### config.mk
export PLATFORM = sky130hd
export DESIGN_NAME = flit_injector
export DESIGN_NICKNAME = d
export VERILOG_FILES = /design/src/rtl/flit_injector.sv
export SDC_FILE = /design/constraint.sdc
export NUM_CORES = 1
export LEC_CHECK = 0
export BUFFER_PORTS_ARGS = -buffer_cell sky130_fd_sc_hd__buf_4
export CORE_MARGIN = 4
export CORE_UTILIZATION = 30
export DETAILED_ROUTE_END_ITERATION = 8
export PLACE_DENSITY = 0.43
export SETUP_SLACK_MARGIN = 0.1
export SLEW_MARGIN = 20
export SYNTH_ARGS = -nofsm -noshare
export SYNTH_HDL_FRONTEND = slang
export SYNTH_SLANG_ARGS = --single-unit
### constraint.sdc
create_clock -name clk -period 2.8 [get_ports clk]
set_clock_uncertainty 0.05 [all_clocks]
set_input_delay 0.28 -clock clk [delete_from_list [all_inputs] [get_ports clk]]
set_output_delay 0.28 -clock clk [all_outputs]
set_load 0.02 [all_outputs]
### src/rtl/flit_injector.sv
// flit_injector: source-side network interface for the symmetric butterfly.
// Buffers a whole packet (descriptor + payload beats) and then emits it
// back-to-back on a 4-bit flit channel: header, payload flits, null gap.
// Optional build macro FLIT_INJECTOR_PKT_CNT_EN adds a 16-bit count of
// fully transmitted packets on output pkt_cnt.
//
// Handshakes: a transfer happens on a rising clk edge where valid & ready are
// both high; ready is decoded from registered state only, never from valid.
module flit_injector #(
    parameter int PORTS      = 4,
    parameter int MAX_LEN    = 8,
    parameter int GAP_CYCLES = 1,
    localparam int ADDR_W    = $clog2(PORTS),
    localparam int LEN_W     = $clog2(MAX_LEN + 1)
) (
    input  logic              clk,
    input  logic              rst,
    input  logic              pkt_valid,
    output logic              pkt_ready,
    input  logic [ADDR_W-1:0] pkt_dst,
    input  logic [LEN_W-1:0]  pkt_len,
    input  logic              dat_valid,
    output logic              dat_ready,
    input  logic [1:0]        dat,
    output logic [3:0]        out_ch_hdr_msn,
    output logic              busy
`ifdef FLIT_INJECTOR_PKT_CNT_EN
    ,
    output logic [15:0]       pkt_cnt
`endif
);

    localparam int IDX_W = (MAX_LEN > 1) ? $clog2(MAX_LEN) : 1;
    localparam int GAP_W = (GAP_CYCLES > 1) ? $clog2(GAP_CYCLES) : 1;
    localparam logic [GAP_W-1:0] GAP_LAST = GAP_W'(GAP_CYCLES - 1);
    localparam logic [LEN_W-1:0] LEN_MAX  = LEN_W'(MAX_LEN);

    localparam logic [2:0] S_IDLE = 3'd0;
    localparam logic [2:0] S_LOAD = 3'd1;
    localparam logic [2:0] S_HEAD = 3'd2;
    localparam logic [2:0] S_BODY = 3'd3;
    localparam logic [2:0] S_GAP  = 3'd4;

    logic [2:0]        state;
    logic [IDX_W-1:0]  cnt;
    logic [GAP_W-1:0]  gap_cnt;
    logic [ADDR_W-1:0] dst_q;
    logic [LEN_W-1:0]  len_q;
    logic [1:0]        data_buf [MAX_LEN];

    logic [LEN_W-1:0]  len_clamped;
    logic [IDX_W-1:0]  last_idx;
    logic              gap_done;

    // Oversized descriptors are trimmed to the buffer depth.
    assign len_clamped = (pkt_len > LEN_MAX) ? LEN_MAX : pkt_len;
    // Index of the final payload beat; only meaningful while len_q > 0.
    assign last_idx    = IDX_W'(len_q - LEN_W'(1));
    assign gap_done    = (state == S_GAP) && (gap_cnt == GAP_LAST);

    // Main sequencer: collect the packet, then stream it without stalling.
    always_ff @(posedge clk) begin
        if (rst) begin
            state   <= S_IDLE;
            cnt     <= '0;
            gap_cnt <= '0;
            dst_q   <= '0;
            len_q   <= '0;
        end else begin
            case (state)
                S_IDLE: begin
                    if (pkt_valid) begin
                        dst_q <= pkt_dst;
                        len_q <= len_clamped;
                        cnt   <= '0;
                        state <= (len_clamped == '0) ? S_HEAD : S_LOAD;
                    end
                end
                S_LOAD: begin
                    if (dat_valid) begin
                        cnt <= cnt + IDX_W'(1);
                        if (cnt == last_idx) state <= S_HEAD;
                    end
                end
                S_HEAD: begin
                    cnt     <= '0;
                    gap_cnt <= '0;
                    state   <= (len_q != '0) ? S_BODY : S_GAP;
                end
                S_BODY: begin
                    if (cnt == last_idx) begin
                        gap_cnt <= '0;
                        state   <= S_GAP;
                    end else begin
                        cnt <= cnt + IDX_W'(1);
                    end
                end
                S_GAP: begin
                    if (gap_done) state <= S_IDLE;
                    else          gap_cnt <= gap_cnt + GAP_W'(1);
                end
                default: state <= S_IDLE;
            endcase
        end
    end

    // Payload store; contents are don't-care after reset.
    always_ff @(posedge clk) begin
        if (state == S_LOAD && dat_valid) data_buf[cnt] <= dat;
    end

    // Output decode from registered state, buffer and counters only.
    always_comb begin
        out_ch_hdr_msn = 4'b0000;
        case (state)
            S_HEAD:  out_ch_hdr_msn = {2'b11, dst_q};
            S_BODY:  out_ch_hdr_msn = {2'b10, data_buf[cnt]};
            default: out_ch_hdr_msn = 4'b0000;
        endcase
    end

    assign pkt_ready = (state == S_IDLE);
    assign dat_ready = (state == S_LOAD);
    assign busy      = (state != S_IDLE);

`ifdef FLIT_INJECTOR_PKT_CNT_EN
    // Count packets that reached the end of their gap; aborted ones never do.
    always_ff @(posedge clk) begin
        if (rst)           pkt_cnt <= 16'h0000;
        else if (gap_done) pkt_cnt <= pkt_cnt + 16'h0001;
    end
`endif

endmodule
; Word-level counts from Yosys, hierarchy flattened
; Memories as Yosys holds them, arrays and structs flattened. A register that Yosys moved wholly into a read port is not among the register bits.
; Cells that the tools add are included.
[totals]
inputBits = 12
mem_count = 1
reg_bits = 13
ram_bits = 16
latchBits = 0
rom_bits = 0
out_inout_bits = 7
[classes]
div_mod_pow = 0
n_shift = 0
n_lt_le_gt_ge = 1
bitwise = 1
eq_ne = 12
reduce_logical = 12
add_sub_neg = 3
multipliers = 0
n_mux = 21
[mem_list]
columns = name, depth, width, read_ports, rd_ports_with_merged_regs, wr, line
row1 = data_buf, 8, 2, 1, 1, 1, 49  ; logic [1:0] data_buf [MAX_LEN];
[ops]
columns = operator, count
row1 = 2-to-1 mux 3 bit, 11
row2 = one-hot mux 3 bit (5 select lines), 1
row3 = "!= test 2 bit, second input constant", 6
row4 = one-hot mux 3 bit (4 select lines), 1
row5 = one-hot mux 4 bit (2 select lines), 1
row6 = nonzero test 4 bit, 2
row7 = "== test 3 x 2 -> 1 bit, second input constant", 2
row8 = nonzero test 3 bit, 2
row9 = AND reduction 5 bit, 1
row10 = "> comparator 4 bit, second input constant", 1
row11 = zero test 4 bit, 1
row12 = 2-to-1 mux 1 bit, 4
row13 = 2-to-1 mux 4 bit, 1
row14 = AND reduction 4 bit, 1
row15 = "adder 3 x 1 -> 3 bit, second input constant", 1
row16 = "== test 3 x 1 -> 1 bit, second input constant", 1
row17 = == test 3 bit, 1
row18 = "== test 3 bit, second input constant", 1
row19 = zero test 3 bit, 1
row20 = one-hot mux 1 bit (3 select lines), 1
row21 = AND reduction 3 bit, 1
row22 = "subtractor 3 x 1 -> 3 bit, second input constant", 1
row23 = logical AND 1 bit, 2
row24 = 2-to-1 mux 2 bit, 1
row25 = 4 further kinds, 4

; Depth between registers and ports, before layout
[logic_depth]
depth_word = 6
mapped_depth = 6
mapped_depth_nobuf = 6

; Worst setup path before layout
; Ideal clock, no wire load.
[synth_path]
path_kind = register to register
from = register state[0]
to = register len_q[0]
path_stages_with_launch = 7
required_ns = 2.679
arrival_time_ns = 1.709
setup_time_ns = 0.071
path_buffers = 2
setup_slack_ns = 0.971
synth_period_minus_slack_ns = 1.829
path_cell_list = dfxtp_1 -> buf_2 -> nor3_1 -> and2_0 -> clkbuf_1 -> nand3b_1 -> a21oi_1
[synth_via]
elab_chain_cells = 2
[synth_lines]
columns = element, line
row1 = start: declaration, 44  ; logic [2:0] state;
row2 = start signal: assignment, 76  ; state <= (len_clamped == '0) ? S_HEAD : S_LOAD;
row3 = start signal: assignment, 88  ; state <= (len_q != '0) ? S_BODY : S_GAP;
row4 = zero test 3 bit, n/a
row5 = named net pkt_ready, 19  ; output logic pkt_ready,
row6 = AND reduction 2 bit (no line), n/a
row7 = end signal: assignment, 74  ; len_q <= len_clamped;
row8 = end: declaration, 48  ; logic [LEN_W-1:0] len_q;
; The timed path passes the listed nets, and every way through them passes these cells.
; A chain may end at the register's enable or synchronous reset.

==> impl_metrics.csv <==
group,metric,value,unit
clock_tree,insertion_delay,0.28,ns
yosys,yosys.area_share.adder,2.502,%
die,start_util,31.35,%
global_route,grt_first_pass_wirelength,5692,um
yosys,netlist_area,1500,um^2
timing,tightestPinTransition,0.4492,ns
clock_tree,cts.root.buffer_cell,"clkbuf_8",
die,core_area,4786,um^2
timing,rsz0062_at_grt,"false",
clock_tree,cts_tree,"yes",
global_route,grt-ovfl-total,0,
yosys,yosys.area.top_type_share,32.03,%
timing,maxSlewViolCount,0,
critical_path,slowest_stage,"mux4_2",
yosys,ys_warn_count,0,
timing,setup_tns,0,ns
yosys,seq_area_frac_synth,53.38,%
critical_path,cp.arrival,1.79,ns
die,fp-row-count,25,
global_route,antenna_found_initial,0,
final_layout,ff_latch_area,800.8,um^2
yosys,synth-seq-cells,32,
critical_path,critPathMaxFanout,4,
detailed_routing,drtIter0Drc,36,
critical_path,start_kind,"flip-flop",
critical_path,path_class,"flip-flop to output pin",
timing,hold_viol_final,0,
clock_tree,cts_sinks,32,
clock_tree,htreeDepth,2,
clock_tree,cts_setup_buffers,0,
yosys,synth_edf_count,16,
die,ios,19,
clock_tree,numCtsBuffers,5,
clock_tree,holdBufCountCts,0,
detailed_routing,drc,0,
die,die_y,78.72,um
final_layout,multiInputGateArea,653.1,um^2
yosys,ys_async_sr_fraction,0,%
yosys,ys_top_cells_by_area,"edfxtp_1 32%, dfxtp_1 21%, mux4_2 6.0%",
timing,maxSlewHeadroom,69.83,%
run,drv_cap,0,
die,dieArea,6196,um^2
run_status,status,"finished, final reports clean",
timing,post-route-period-util,75.69,%
placement,routabilityCongestion,0.8044,
timing,finalCriticalPeriod,2.119,ns
detailed_routing,ant_nets,0,
clock_tree,clk_pin_slew,0.06,ns
global_route,gr-usage-all-layers,11.91,%
yosys,synthFlopType,"edfxtp_1",
detailed_routing,vias_per_cell,4.814,
global_route,grt_pass1_vias,1160,
power,ir_drop,264.0,uV
final_layout,n_antenna_cell,0,
detailed_routing,wirelength,3251,um
die,die_width,78.72,um
clock_tree,clk_path_buf_depth,2,
detailed_routing,dr.pass1.iters,4,
critical_path,cpPeakStageDelay,0.55,ns
yosys,synthCells,138,
detailed_routing,vias,1088,
yosys,muxShareOfSynthArea,9.341,%
power,power,1.221,mW
timing,setup_viol,0,
critical_path,cp_cell_sequence,"mux4_2 -> mux2i_1 -> o21ai_0 -> buf_4",
yosys,yosysUniqueCellTypes,35,
yosys,synth-compound-area-share,11.59,%
yosys,syn_nets,153,
final_layout,final_util,37.18,%
worst_hold_path,hp-class,"primary input to flip-flop",
placement,io_buffers,18,
critical_path,cp-end-kind,"output pin",
yosys,yosys.area.top_type,"edfxtp_1",
yosys,synth_top_family_by_area,"simple AND/OR/NAND/NOR gates",
yosys,syn_area_per_cell,10.87,um^2
power,leakage,0.6487,nW
power,power.density,686.4,nW/um^2
global_route,grt_max_degree,12,
final_layout,drive_gt1_share,18.87,%
final_layout,nNetsFinal,173,
final_layout,areaGrowthSynthToFinish,18.60,%
clock_tree,cts_resized,0,
detailed_routing,routedWlPerCell,14.38,um
yosys,synth_xor_area_share,2.752,%
critical_path,required,2.47,ns
final_layout,fillCellCount,498,
placement,hpwl,2500,um
timing,fmax,471.9,MHz
yosys,synth_simple_gate_area_share,17.35,%
registers in the layout, summed over array words and instances, names as in the netlist, named ones only:
register and count:
dst_q 2, len_q 4, gap_cnt 1, state 3, cnt 3, data_buf 16
layout make-up:
| type | instances | area share, % |
|---|---|---|
| multi-input cells | 94 | 36.71 |
| clock inverters | 2 | 0.4219 |
| repair buffers | 18 | 7.595 |
| well taps | 67 | 4.712 |
| inverters | 7 | 1.477 |
| clock buffers | 6 | 4.079 |
| flip-flops and latches | 32 | 45.01 |
placed cells by master (no fill, tap or decap), types with 2 or more instances in the layout:
master	count
nand2_1	18
buf_4	18
dfxtp_1	16
edfxtp_1	16
nor2_1	11
a21oi_1	10
inv_1	7
mux2i_1	5
o21ai_0	5
clkbuf_8	5
nor3_1	4
nand2b_1	4
mux4_2	4
nand3_1	4
nand3b_1	4
ha_1	3
and2_1	2
xor2_1	2
a221oi_1	2
clkinv_1	2
metrics by stage:
| step | cells | setup slack, ns | hold WS [ns] | area (um^2) |
|---|---|---|---|---|
| 3_3_place_gp | 218 | 0.8703 | 0.3868 | 1699 |
| 6_report | 226 | 0.6808 | 0.2045 | 1779 |
| 5_1_grt | 226 | 0.5622 | 0.1943 | 1779 |
| 2_1_floorplan | 138 | 0.9706 | 0.3289 | 1500 |
| 3_5_place_dp | 218 | 0.8160 | 0.3854 | 1699 |
| 4_1_cts | 226 | 0.6314 | 0.1951 | 1779 |
path summary, 6_finish.rpt:
check | from | end | slack (ns) | cells after the start
worst max register to register | len_q[0]$_SDFFE_PP0P_ | state[2]$_SDFFE_PP0P_ | 0.81 | 6
worst min-delay path | rst | len_q[3]$_SDFFE_PP0P_ | 0.20 | 2
worst min register to register | gap_cnt$_SDFFE_PP0P_ | gap_cnt$_SDFFE_PP0P_ | 0.39 | 2
worst max-delay path | flip-flop | out_ch_hdr_msn[1] | 0.68 | 4
cells in the mapped netlist (3+ instances only):
library cell and n:
inv_1 7, mux4_2 4, nand2_1 18, edfxtp_1 16, nand2b_1 4, clkbuf_1 4
mux2i_1 5, nor2_1 11, nor3_1 4, dfxtp_1 16, nand3_1 4, a21oi_1 10
o21ai_0 5, nand3b_1 4, ha_1 3
routing by layer:
| layer | global-route usage [%] | routed length [um] | up-vias |
|---|---|---|---|
| li1 | - | - | 541 |
| met5 | 0 | 0 | - |
| met2 | 20.03 | 1563 | 20 |
| met3 | 3.628 | 129 | 7 |
| met4 | 3.671 | 57 | 0 |
| met1 | 14.61 | 1501 | 520 |
cells by family (layout without fill, tap and decap cells):
family / after synthesis / count (layout)
fa+ha+maj: 3 / 3
xor+xnor: 3 / 3
flops: 32 / 32
mux: 9 / 9
compound gates: 26 / 26
simple gates: 53 / 53
buf+inv: 12 / 33
worst max-delay path: cells and delay by family, from the launching register on:
kind,cells,cell delay (ns)
multiplexers,2,0.77
flip-flops,1,0.47
AO/OA/AOI/OAI,1,0.11
buffers and inverters,1,0.16
power by group:
part	leakage, nW	switching (mW)	total (mW)	internal [mW]
registers	0.275	0.0486	0.573	0.524
clock network	0.0403	0.164	0.334	0.169
logic	0.334	0.176	0.315	0.139
total	0.649	0.389	1.22	0.832
(Power assumes the default switching activity.)
